--- src/rtl/motor_cmd_pkg.sv ---
// motor_cmd_pkg: command opcodes, channel states and command byte field positions
package motor_cmd_pkg;
  typedef enum logic [1:0] {OP_STOP, OP_FWD, OP_REV, OP_BRAKE} op_e;
  typedef enum logic [2:0] {S_IDLE, S_FWD, S_REV, S_BRAKE, S_DEAD} ch_state_e;
  localparam int OP_MSB = 7;
  localparam int OP_LSB = 6;
  localparam int CH_MSB = 5;
  localparam int CH_LSB = 4;
  localparam int SPD_MSB = 3;
  localparam int SPD_LSB = 0;
endpackage

--- src/rtl/motor_channel.sv ---
// motor_channel: one H-bridge FSM with reversal dead time, duty register and PWM compare (in: clk, reset, cmd_we, op, speed, force_idle, pwm_cnt; out: in1, in2, en)
module motor_channel
  import motor_cmd_pkg::*;
#(
  parameter int PWM_W = 8,
  parameter int DEADTIME_CYC = 4
) (
  input  logic             clk,
  input  logic             reset,
  input  logic             cmd_we,
  input  op_e              op,
  input  logic [3:0]       speed,
  input  logic             force_idle,
  input  logic [PWM_W-1:0] pwm_cnt,
  output logic             in1,
  output logic             in2,
  output logic             en
);
  localparam int DW = $clog2(DEADTIME_CYC + 1);
  localparam logic [PWM_W-1:0] FULL = PWM_W'(15) << (PWM_W - 4);
  ch_state_e state, state_nx;
  logic pend_rev, pend_rev_nx;
  logic [DW-1:0] dcnt, dcnt_nx;
  logic [PWM_W-1:0] duty, duty_nx;
  logic dir_cmd, dead_done, pwm;
  always_ff @(posedge clk) begin
    if (reset) begin
      state <= S_IDLE;
      pend_rev <= 1'b0;
      dcnt <= '0;
      duty <= '0;
    end else begin
      state <= state_nx;
      pend_rev <= pend_rev_nx;
      dcnt <= dcnt_nx;
      duty <= duty_nx;
    end
  end
  always_comb begin
    dir_cmd = cmd_we && (op == OP_FWD || op == OP_REV);
    dead_done = dcnt == DW'(DEADTIME_CYC - 1);
    state_nx = state;
    pend_rev_nx = pend_rev;
    dcnt_nx = '0;
    duty_nx = dir_cmd ? PWM_W'(speed) << (PWM_W - 4) : duty;
    if (force_idle || (cmd_we && op == OP_STOP)) state_nx = S_IDLE;
    else if (cmd_we && op == OP_BRAKE) state_nx = S_BRAKE;
    else if (state == S_DEAD) begin
      pend_rev_nx = dir_cmd ? op == OP_REV : pend_rev;
      state_nx = dead_done ? (pend_rev_nx ? S_REV : S_FWD) : S_DEAD;
      dcnt_nx = dead_done ? '0 : dcnt + 1'b1;
    end else if (dir_cmd) begin
      pend_rev_nx = op == OP_REV;
      state_nx = (state == S_FWD && op == OP_REV) || (state == S_REV && op == OP_FWD) ? S_DEAD
               : op == OP_REV ? S_REV : S_FWD;
    end
  end
  assign pwm = duty == FULL || pwm_cnt < duty;
  assign in1 = state == S_FWD;
  assign in2 = state == S_REV;
  assign en = state == S_BRAKE || ((state == S_FWD || state == S_REV) && pwm);
endmodule

--- src/rtl/motor_cmd_decoder.sv ---
// motor_cmd_decoder: byte command decoder for NUM_CH H-bridges with shared PWM counter and optional CMD_WATCHDOG_EN watchdog (in: clk, reset, cmd_valid, cmd_data; out: cmd_ready, in1, in2, en, bad_cmd, timeout)
module motor_cmd_decoder
  import motor_cmd_pkg::*;
#(
  parameter int NUM_CH = 2,
  parameter int PWM_W = 8,
  parameter int DEADTIME_CYC = 4,
  parameter int TIMEOUT_CYC = 50_000_000
) (
  input  logic              clk,
  input  logic              reset,
  input  logic              cmd_valid,
  input  logic [7:0]        cmd_data,
  output logic              cmd_ready,
  output logic [NUM_CH-1:0] in1,
  output logic [NUM_CH-1:0] in2,
  output logic [NUM_CH-1:0] en,
  output logic              bad_cmd,
  output logic              timeout
);
  logic acc, wd_fire;
  logic [1:0] ch;
  logic [PWM_W-1:0] pwm_cnt;
  if (NUM_CH < 1 || NUM_CH > 4 || PWM_W < 4 || DEADTIME_CYC < 1 || TIMEOUT_CYC < 1) begin : g_bad_param
    $error("motor_cmd_decoder: parameter out of range");
  end
  assign cmd_ready = !reset;
  assign acc = cmd_valid && cmd_ready;
  assign ch = cmd_data[CH_MSB:CH_LSB];
  always_ff @(posedge clk) begin
    pwm_cnt <= reset ? '0 : pwm_cnt + 1'b1;
    bad_cmd <= !reset && acc && int'(ch) >= NUM_CH;
  end
`ifdef CMD_WATCHDOG_EN
  localparam int WW = $clog2(TIMEOUT_CYC + 1);
  logic [WW-1:0] wd_cnt;
  assign wd_fire = !acc && !timeout && wd_cnt == WW'(TIMEOUT_CYC - 1);
  always_ff @(posedge clk) begin
    if (reset || acc) begin
      wd_cnt <= '0;
      timeout <= 1'b0;
    end else if (wd_fire) timeout <= 1'b1;
    else if (!timeout) wd_cnt <= wd_cnt + 1'b1;
  end
`else
  assign wd_fire = 1'b0;
  assign timeout = 1'b0;
`endif
  for (genvar i = 0; i < NUM_CH; i++) begin : g_ch
    motor_channel #(.PWM_W(PWM_W), .DEADTIME_CYC(DEADTIME_CYC)) u_ch (
      .clk       (clk),
      .reset     (reset),
      .cmd_we    (acc && ch == 2'(i)),
      .op        (op_e'(cmd_data[OP_MSB:OP_LSB])),
      .speed     (cmd_data[SPD_MSB:SPD_LSB]),
      .force_idle(wd_fire),
      .pwm_cnt   (pwm_cnt),
      .in1       (in1[i]),
      .in2       (in2[i]),
      .en        (en[i])
    );
  end
endmodule

--- config.mk ---
export PLATFORM = sky130hd
export DESIGN_NAME = motor_cmd_decoder
export DESIGN_NICKNAME = d
export VERILOG_FILES = /design/src/rtl/motor_cmd_pkg.sv /design/src/rtl/motor_channel.sv /design/src/rtl/motor_cmd_decoder.sv
export SDC_FILE = /design/constraint.sdc
export NUM_CORES = 1
export LEC_CHECK = 0
export CORE_ASPECT_RATIO = 0.75
export CORE_UTILIZATION = 55
export CTS_CLUSTER_DIAMETER = 30
export DETAILED_ROUTE_END_ITERATION = 7
export GPL_ROUTABILITY_DRIVEN = 1
export MAX_ROUTING_LAYER = met4
export PLACE_DENSITY = 0.8
export SYNTH_ARGS = -nofsm -noshare
export SYNTH_HDL_FRONTEND = slang
export SYNTH_SLANG_ARGS = --single-unit
--- constraint.sdc ---
create_clock -name clk -period 2.05 [get_ports clk]
set_input_delay 0.41 -clock clk [delete_from_list [all_inputs] [get_ports clk]]
set_output_delay 0.41 -clock clk [all_outputs]
set_load 0.02 [all_outputs]
Yosys cells after proc, flatten, opt, wreduce, memory -nomap -nowiden
Index checks and enable logic that the tools add are counted.

Add/subtract/negate cells: 3. Order comparisons: 3. Equal/unequal tests: 16. Muxes and demuxes: 15. Bitwise operators: 6. Reduce and logical (&&, ||, !) cells: 41.

Operator list (count): 2-to-1 mux 3 bit (8); equality test 3 x 2 -> 1 bit (second input constant) (6); logical AND 1 bit (17); less-than comparator 8 bit (2); 2-to-1 mux 2 bit (5); OR reduction 5 bit (2); logical OR 1 bit (9); adder 8 x 1 -> 8 bit (second input constant) (1); equality test 4 bit (second input constant) (2); adder 3 x 1 -> 3 bit (second input constant) (2); equality test 3 x 1 -> 1 bit (second input constant) (2); equality test 3 bit (second input constant) (2); inverter 1 bit (6); nonzero test 3 bit (2); OR reduction 3 bit (2); equality test 2 x 1 -> 1 bit (second input constant) (2); equality test 2 bit (second input constant) (2); zero test 2 bit (2); AND reduction 2 bit (2); nonzero test 2 bit (2); OR reduction 2 bit (2); greater-or-equal comparator 2 bit (second input constant) (1); 2-to-1 mux 1 bit (2); zero test 1 bit (1).

Register bits after elaboration: 31. Input port bits: 11. Output and inout bits: 9. Logic and storage cells: 96.

Logic depth before layout (Yosys ltp)
Gate-level depths: netlist (run 1).

Word-level depth: 9. Depth in mapped cells: 8. Gate-level depth less buffers: 7.

By module
Synthesis (run 1) repeated with hierarchy kept, for this count alone.

Cells, all modules: 225. Area total of the unflattened synthesis: 1933.1 um^2.

Modules (own cells, without submodules): motor_channel (instances 2, cells each 92, area each 780.7 um^2, seq. area each 220.2 um^2); motor_cmd_decoder (instances 1, cells each 41, area each 371.6 um^2, seq. area each 180.2 um^2).

Worst setup path after synthesis (run 1)
Ideal clock, no wire load.

Path type: in2reg. From: input cmd_data[6]. To: register g_ch[1].u_ch.state[2]. Setup time: 0.132 ns. Data arrival time: 1.646 ns. Required time: 1.918 ns. Setup slack: 0.272 ns. Stages: 8. Buffers on the path: 1. Cells stage by stage: inv_1 > ha_1 > and4bb_4 > and2_1 > buf_6 > and3_1 > a221oi_2 > a211oi_2.

Longest elaborated chain between the ends: 6. Elaborated cells between the ends (all ways): 16. Those cells by class: eq/ne (3); mux (3); reduce/logical (10).

RTL lines: start, declared (RTL line motor_cmd_decoder.sv:13) `input logic [7:0] cmd_data,`; equality test 2 bit / equality test 2 x 1 -> 1 bit (equally long branches) (RTL line motor_channel.sv:40, motor_channel.sv:54); logical AND 1 bit (RTL line motor_channel.sv:54) `state_nx = (state == S_FWD && op == OP_REV) || (state == S_REV && op == OP_FWD) ? S_DEAD`; logical OR 1 bit (RTL line motor_channel.sv:54); 2-to-1 mux 3 bit (RTL line motor_channel.sv:54); 2-to-1 mux 3 bit (RTL line motor_channel.sv:52) `end else if (dir_cmd) begin`; 2-to-1 mux 3 bit (RTL line motor_channel.sv:48) `else if (state == S_DEAD) begin`; end signal, assigned (RTL line motor_channel.sv:33) `state <= state_nx;`; end, declared (RTL line motor_channel.sv:21) `ch_state_e state, state_nx;`.

Several ways; a longest one is shown, not always the timed one. The select of a mux whose other input is x is not followed. A chain may end at the register's enable or synchronous reset.

Final worst setup path (run 1)
From: input cmd_data[7]. To: register g_ch[1].u_ch.duty[5].

Longest elaborated chain between the ends: 3. Elaborated cells between the ends (all ways): 4. Those cells by class: eq/ne (2); reduce/logical (2).

RTL lines: equality test 2 x 1 -> 1 bit / equality test 2 bit (equally long branches) (RTL line motor_channel.sv:40) `dir_cmd = cmd_we && (op == OP_FWD || op == OP_REV);`; logical OR 1 bit * (RTL line motor_channel.sv:40); logical AND 1 bit * (RTL line motor_channel.sv:40); end signal, assigned (RTL line motor_channel.sv:36) `duty <= duty_nx;`; end, declared (RTL line motor_channel.sv:24) `logic [PWM_W-1:0] duty, duty_nx;`.

Mark *: on every way between the ends. The rest lies on a longest branch, timed or not.

==> results of run 1 <==
-- worst paths after layout --
path	from	endpoint
setup reg to reg	g_ch[1].u_ch.state[2]	g_ch[1].u_ch.state[1]
hold reg to reg	g_ch[1].u_ch.dcnt[0]	g_ch[1].u_ch.dcnt[0]
setup / recovery	cmd_data[7]	g_ch[1].u_ch.duty[5]
hold / removal	g_ch[1].u_ch.dcnt[0]	g_ch[1].u_ch.dcnt[0]
-- power groups by stage --
| stage | clock [uW] | sequential, uW | combinational (uW) |
|---|---|---|---|
| final | 635 | 625 | 154 |
| after global routing | 668 | 626 | 167 |
| after CTS | 632 | 624 | 147 |
| after detailed placement | 0 | 636 | 145 |
| after global placement | 0 | 636 | 142 |
| after floorplan | 0 | 635 | 73.3 |
-- critical path, delay by kind of cell --
family / cells / cell delay, ps
simple gates: 4 / 580
compound gates: 1 / 170
buf+inv: 3 / 750
fa+ha+maj: 1 / 300
-- kinds of logic after synthesis --
group	Yosys count
adder cells (fa/ha/maj)	15
AND/OR/NAND/NOR	86
XOR/XNOR	6
multiplexers	3
AO/OA/AOI/OAI	47
buffers and inverters	26
flip-flops	31
other	1
-- per-layer routing --
metal / track usage / vias up / share of wire
met5: - / - / 0
met4: 0.09929 / 0 / 0.014
met3: 0.07143 / 10 / 0.075
met2: 0.4100 / 66 / 0.46
met1: 0.3771 / 785 / 0.46
li1: - / 812 / -
-- final cells by class --
| cell class | instances | area share |
|---|---|---|
| Clock buffer | 6 | 0.03585 |
| Clock inverter | 2 | 0.01521 |
| Inverter | 14 | 0.02281 |
| Multi-Input combinational cell | 158 | 0.4639 |
| Sequential cell | 31 | 0.2721 |
| Tap cell | 38 | 0.02064 |
| Timing Repair Buffer | 46 | 0.1695 |
-- flip-flops by register name, indices dropped and copies added, names as in the netlist --
signal              flops
g_ch.u_ch.duty          8
g_ch.u_ch.state         6
bad_cmd                 1
g_ch.u_ch.dcnt          6
g_ch.u_ch.pend_rev      2
pwm_cnt                 8
-- layout by cell type (no fill, tap or decap), drive strengths merged, types with 3 or more instances in the layout --
master	n
dfxtp	31
and3	4
nand2b	4
and2	3
dlymetal6s2s	4
a31oi	3
clkdlybuf4s50	10
nor2b	5
nand3	6
a21oi	18
clkbuf	6
xor2	4
o21ai	12
nor2	28
nor3b	4
nand2	20
buf	30
ha	15
nor3	3
inv	14
-- per-stage QoR --
stage                 util  setup slack (ps)  cell area [sq um]  setup TNS (ps)
finish              0.7680             19.96               2303               0
CTS                 0.7476            -6.713               2242          -6.713
global placement    0.7063            -187.7               2118           -2586
global route        0.7680            -54.51               2303          -187.7
detailed placement  0.7063            -287.5               2118           -4351
floorplan                -             272.0               1760               0
-- what timing repair did --
action / 4_1_cts / 5_1_grt
resized for setup: 17 / 17
pin swaps: 1 / 5
endpoints found under the setup margin: 6 / 9
hold endpoints to repair: 0 / 0
==> impl_metrics.tcl, run 1 <==
set metrics [dict create \
    cp.required_ps 2220 \
    synthArstFlopShare 0 \
    hold_class "reg2reg" \
    grtUsageTotal 0.2819 \
    wirelength_mm 4.521 \
    crit_path_start_kind "input pin" \
    r2r_slack_ps 470 \
    diodes 0 \
    fill_cells 223 \
    viasPerCell 5.671 \
    regArea_sq_um 626.9 \
    rows 17 \
    synth_xor_area_frac 0.02985 \
    finalHoldViolCount 0 \
    routabilityCongestion 0.8777 \
    cts.sinks 31 \
    cts.htree.levels 2 \
    yosys_most_used_dff "dfxtp_1" \
    multi_input_area_sq_um 1069 \
    dp_hpwl_mm 2.916 \
    gr-total-overflow 0 \
    arrival_ps 2200 \
    clockBufferDepth 2 \
    yosysUniqueCellTypes 47 \
    port_buffers 18 \
    insertion_delay_ps 290 \
    drtPass1Iterations 4 \
    switching_power_uw 329.5 \
    cap_violations 0 \
    cts_root_buf "clkbuf_8" \
    post_cts_buffers 0 \
    fin_nets 282 \
    comb_power_share 0.109 \
    synth_edf_count 0 \
    syn-cell-area_sq_um 1760 \
    rsz0062_at_grt "yes" \
    coreArea_sq_um 2999 \
    grt_pass1_vias 1522 \
    yosys-top-cells-count "dfxtp_1 (31), nor2_1 (28), nand2_1 (19)" \
    synthSimpleGateAreaFrac 0.2488 \
    path_max_fanout 7 \
    io_pins 20 \
    synthAdderAreaFrac 0.1066 \
    route.vias.total 1673 \
    clkTransAtPathRegs_ps 70 \
    synth_compound_area_frac 0.1663 \
    slew_viol_final 0 \
    layout.cells.non_filler 295 \
    dieArea_sq_um 3433 \
    area_delta_synth_final_pct 30.85 \
    syn_area_per_cell_sq_um 8.188 \
    synth_nets 241 \
    max_stage_delay_ps 500 \
    outcome "finished, final reports clean" \
    rr_worst_depth 6 \
    clockPowerShare 0.449 \
    post-place-cells 287 \
    end_kind "flop" \
    wl_per_cell_microns 15.33 \
    yosysTopAreaCell "dfxtp_1" \
    p_total_uw 1413 \
    fmax_ghz 0.4926 \
    cts_hold_buf 0 \
    power.density_nw_per_um2 613.6 \
    synth_top_family_by_area "simple AND/OR/NAND/NOR gates" \
    grt_pass1_wl_mm 6.906 \
    numCtsBuffers 5 \
    slowest_stage "clkdlybuf4s50_1" \
    ys_seq_elements 31 \
    p_seq_frac 0.442 \
    ir_drop_mv 0.5798 \
    yosysWarnings 0 \
    setup_viol 0 \
    synth_top_cell_area_share 0.3525 \
    fin_skew_ps 8.564 \
    synth_area_leaders "dfxtp_1 (35%), ha_1 (11%), nor2_1 (6.0%), a21oi_1 (5.1%), nand2_1 (4.1%)" \
    muxShareOfSynthArea 0.01848 \
    syn_inst 215 \
    period_minus_slack_ps 2030 \
    power.leakage_uw 0.001032 \
    die_h_microns 51.00 \
    drt_iter0_markers 167 \
    layout-drive-gt1-share 0.2374 \
    crit_chain "clkdlybuf4s50_1 > inv_1 > ha_1 > and4bb_4 > and2_1 > buf_4 > nor2_1 > a21oi_1 > nor2_1" \
    antenna_found_initial 0 \
    crit_type "in2reg" \
    ant_nets 0 \
    finalCritPeriodShare 0.9903 \
    hold_ws_ps 435.8 \
    cpMostUsedCell "nor2_1" \
    p_sw_frac 0.2332 \
    initial_core_util 0.5870 \
    cts_tree "done" \
    grt_max_degree 21 \
    ys_seq_area_frac 0.3525 \
    synthMostInstantiatedCell "dfxtp_1" \
    remaining_drc_errors 0 \
    p_int_uw 1084 \
    whs_path_depth 1 \
    die_width_microns 67.33 \
]
(Power assumes the default switching activity.)
==> inputs of run 2 (changes only) <==
Settings changed: CORE_MARGIN set to 5, REMOVE_ABC_BUFFERS set to 1.
==> run 2 against run 1 <==
Against the previous run: setup slack better by 48 ps; maximum frequency up 2.4%; cell count down 0.68%; sequential power about the same; clock skew down 3.7 ps; combinational power down 5%; highest routed layer unchanged; clock power down 26%; first-iteration DRC count down 42%; non-clock buffer count down 1; largest cell class unchanged.
==> impl_metrics.tcl, run 2 (synthesis results as in run 1) <==
set metrics [dict create \
    die_h_microns 59.00 \
    layout-drive-gt1-share 0.1922 \
    r2r_slack_ps 490 \
    cts_hold_buf 0 \
    finalCritPeriodShare 0.9666 \
    place_area_sq_um 2111 \
    routabilityCongestion 0.8967 \
    p_total_uw 1244 \
    viasPerCell 5.416 \
    grtUsageTotal 0.1864 \
    crit_path_start_kind "input pin" \
    rows 17 \
    power.density_nw_per_um2 562.2 \
    cts.sinks 31 \
    holdCritStartpoint "g_ch[0].u_ch.dcnt[0]" \
    insertion_delay_ps 280 \
    cts_tree "done" \
    cts_root_buf "clkbuf_8" \
    setup_viol 0 \
    numCtsBuffers 5 \
    cp.required_ps 2240 \
    path_max_fanout 4 \
    grt_pass1_vias 1332 \
    fmax_ghz 0.5046 \
    ir_drop_mv 0.4897 \
    route.vias.total 1587 \
    outcome "finished, final reports clean" \
    layout.cells.non_filler 293 \
    dp_hpwl_mm 2.849 \
    fin_skew_ps 4.876 \
    gr-total-overflow 0 \
    drtPass1Iterations 4 \
    final_common_cell "buf_4" \
    period_minus_slack_ps 1982 \
    drt_iter0_markers 97 \
    power.leakage_uw 0.0009597 \
    grt_pass1_wl_mm 6.161 \
    cap_violations 0 \
    final_cell_mix "buf_4 (29), nor2_1 (28), dfxtp_1 (28)" \
    top_regs "g_ch.u_ch.duty: 8 flops, pwm_cnt: 8 flops" \
    crit_type "in2reg" \
    hold_class "reg2reg" \
    arrival_ps 2170 \
    coreArea_sq_um 2999 \
    fill_cells 232 \
    grt_max_degree 13 \
    finalHoldViolCount 0 \
    wl_per_cell_microns 12.85 \
    die_width_microns 75.33 \
    reg2reg_from "g_ch[1].u_ch.state[2]" \
    remaining_drc_errors 0 \
    ant_nets 0 \
    cts.htree.levels 2 \
    rsz0062_at_grt "yes" \
    fin_nets 281 \
    antenna_found_initial 0 \
    wirelength_mm 3.766 \
    post-place-cells 286 \
    dieArea_sq_um 4444 \
    io_pins 20 \
    port_buffers 18 \
    end_kind "flop" \
    area_delta_synth_final_pct 25.66 \
    post_cts_buffers 0 \
    startpoint "cmd_data[6]" \
    clockBufferDepth 2 \
    initial_core_util 0.5870 \
    slew_viol_final 0 \
    diodes 0 \
    clkTransAtPathRegs_ps 60 \
    fin_area_sq_um 2212 \
]
run 2: cell count changes in the layout (fill, tap and decap cells not counted), sizes merged:
cell,previous run,this run
clkdlybuf4s50,10,12
buf,30,29
bufinv,1,0
dlymetal6s2s,4,2
run 2: final cells by class:
type	count	area [sq um]	share of cell area
repair buffers	45	380.4	0.1719
inverters	14	52.55	0.02376
clock inverters	1	5.005	0.002262
multi-input cells	158	1020	0.4610
well taps	38	47.55	0.02149
clock buffers	6	82.58	0.03733
flip-flops and latches	31	624.3	0.2822
run 2: final timing paths:
check                                to  depth (start not counted)
setup / recovery  g_ch[0].u_ch.state[1]                          8
hold / removal     g_ch[0].u_ch.dcnt[0]                          1
setup reg to reg  g_ch[1].u_ch.state[1]                          6
hold reg to reg    g_ch[0].u_ch.dcnt[0]                          1
run 2: worst max-delay path: stages:
cell and delay [ps]:
clkdlybuf4s50_1 480, inv_1 60, ha_1 300, and4bb_4 270, and2b_4 170, o21ai_1 50, and3b_1 170, a311oi_1 250
run 2: routing by layer:
layer,track usage,vias up,wire length (microns)
met2,0.2595,40,1614
met1,0.2570,731,1841
met3,0.06102,6,263
li1,-,810,-
met4,0.05237,0,46
met5,-,-,0
run 2: metrics by stage:
| stage | worst slack (ps) | hold WS, ps | utilization | TNS, ps |
|---|---|---|---|---|
| floorplan | 251.5 | 397.3 | - | 0 |
| global route | -25.48 | 442.7 | 0.7376 | -30.97 |
| CTS | 9.311 | 420.1 | 0.7297 | 0 |
| finish | 68.40 | 418.6 | 0.7376 | 0 |
| global placement | -170.4 | 412.1 | 0.7038 | -2109 |
| detailed placement | -206.1 | 412.0 | 0.7038 | -2579 |
run 2: repair_timing:
item                       in CTS  in global routing
setup endpoints to repair       5                  5
cloned                          0                  0
pin swaps                       0                  3
resized for setup              13                  9
run 2: where the power goes:
group          total (uW)  switching [uW]  internal (uW)
sequential            623            9.53            614
combinational         147            70.9           76.2
clock                 473             211            263
total                1240             291            953
==> inputs of run 3 (changes only) <==
Settings changed: SKIP_LAST_GASP set to 1.
==> run 3 against run 2 <==
Against the previous run: setup slack gained 1.7 ps; power is essentially flat; cell area is the same.
==> impl_metrics.tcl, run 3 (synthesis results as in run 1) <==
set metrics [dict create \
    grt_pass1_vias 1332 \
    routabilityCongestion 0.8967 \
    clockBufferDepth 2 \
    drt_iter0_markers 98 \
    met2_usage 0.2595 \
    coreArea_sq_um 2999 \
    rows 17 \
    ant_nets 0 \
    power.density_nw_per_um2 562.5 \
    crit_type "in2reg" \
    period_minus_slack_ps 1980 \
    initial_core_util 0.5870 \
    fin_nets 281 \
    post-place-cells 286 \
    layout-drive-gt1-share 0.1922 \
    die_width_microns 75.33 \
    route.vias.total 1587 \
    ir_drop_mv 0.4897 \
    dp_hpwl_mm 2.849 \
    endpoint "g_ch[1].u_ch.state[2]" \
    r2r-end "g_ch[1].u_ch.state[1]" \
    power.leakage_uw 0.0009597 \
    crit_path_start_kind "input pin" \
    final_common_cell "buf_4" \
    pre_cts_slack_ps -206.1 \
    insertion_delay_ps 280 \
    wl_per_cell_microns 12.88 \
    cp.required_ps 2200 \
    hold_class "reg2reg" \
    top_regs "g_ch.u_ch.duty: 8 flops, pwm_cnt: 8 flops" \
    r2r_slack_ps 490 \
    antenna_found_initial 0 \
    finalWorstSetupSlack_ps 70.14 \
    final.setup.tns_ps 0 \
    fin_skew_ps 5.525 \
    diodes 0 \
    rr_worst_depth 6 \
    cts_tree "done" \
    path_max_fanout 4 \
    cts.htree.levels 2 \
    drtPass1Iterations 4 \
    grt_pass1_wl_mm 6.161 \
    end_kind "flop" \
    slew_viol_final 0 \
    cts.sinks 31 \
    outcome "finished, final reports clean" \
    grtUsageTotal 0.1864 \
    cts_root_buf "clkbuf_8" \
    fill_cells 232 \
    io_pins 20 \
    gr-total-overflow 0 \
    p_total_uw 1244 \
    numCtsBuffers 5 \
    layout.cells.non_filler 293 \
    use_met3 0.06102 \
    die_h_microns 59.00 \
    dieArea_sq_um 4444 \
    reg2reg_from "g_ch[1].u_ch.state[2]" \
    remaining_drc_errors 0 \
    postLayoutCoreUtil 0.7376 \
    gr-usage-met1 0.2570 \
    finalHoldViolCount 0 \
    area_delta_synth_final_pct 25.66 \
    port_buffers 18 \
    cap_violations 0 \
    fmax_ghz 0.5051 \
    setup_viol 0 \
    final_cell_mix "buf_4 (29), nor2_1 (28), dfxtp_1 (28)" \
    viasPerCell 5.416 \
    clkTransAtPathRegs_ps 60 \
    grt_busiest_layer "met2" \
    wirelength_mm 3.773 \
    startpoint "cmd_data[6]" \
    cts_hold_buf 0 \
    arrival_ps 2130 \
    post_cts_buffers 0 \
    finalCritPeriodShare 0.9658 \
    grt_max_degree 13 \
    rsz0062_at_grt "yes" \
]
==> run 3: cell counts in the layout (fill, tap and decap cells not counted) <==
Identical to the previous run, type by type.
==> run 3: worst min path at each step <==
stage / from / endpoint / slack, ps / depth (start not counted)
floorplan: g_ch[0].u_ch.dcnt[0] / g_ch[0].u_ch.dcnt[0] / 400 / 1
global placement: g_ch[1].u_ch.dcnt[0] / g_ch[1].u_ch.dcnt[0] / 410 / 1
detailed placement: g_ch[0].u_ch.dcnt[0] / g_ch[0].u_ch.dcnt[0] / 410 / 1
CTS: g_ch[0].u_ch.dcnt[0] / g_ch[0].u_ch.dcnt[0] / 420 / 1
global route: g_ch[1].u_ch.dcnt[0] / g_ch[1].u_ch.dcnt[0] / 440 / 1
finish: g_ch[0].u_ch.dcnt[0] / g_ch[0].u_ch.dcnt[0] / 420 / 1
==> run 3: final cells by class <==
class                      instances  area (sq um)  area share
multi-input combinational        158          1020      0.4610
clock buffer                       6         82.58     0.03733
timing repair buffer              45         380.4      0.1719
tap                               38         47.55     0.02149
clock inverter                     1         5.005    0.002262
sequential                        31         624.3      0.2822
inverter                          14         52.55     0.02376
==> run 3: critical path: stages <==
cell	delay [ps]
clkdlybuf4s50_1	480
inv_1	60
ha_1	310
and4bb_4	230
and2_1	180
and3_1	190
a221oi_2	200
a211oi_2	70
==> run 3: metrics by stage <==
| step | instance area, sq um | hold WS (ps) |
|---|---|---|
| after detailed placement | 2111 | 412.0 |
| after global placement | 2111 | 412.1 |
| final | 2212 | 418.5 |
| after global routing | 2212 | 442.7 |
| after CTS | 2195 | 420.1 |
| after floorplan | 1680 | 397.3 |
==> run 3: routing by layer <==
| layer | part of all wire | up-vias | wire [microns] |
|---|---|---|---|
| met4 | 0.012 | 0 | 46 |
| met3 | 0.067 | 7 | 251 |
| met2 | 0.43 | 46 | 1623 |
| met1 | 0.49 | 724 | 1852 |
| li1 | - | 810 | - |
| met5 | 0 | - | 0 |
==> run 3: power breakdown <==
group	total (uW)	switching, uW	internal, uW
Sequential	623	9.58	614
Clock	473	211	263
Combinational	148	71.3	76.2
==> run 3: timing repair <==
item | CTS | global route
resized for setup | 12 | 10
pin swaps | 0 | 2
setup endpoints to repair | 5 | 5
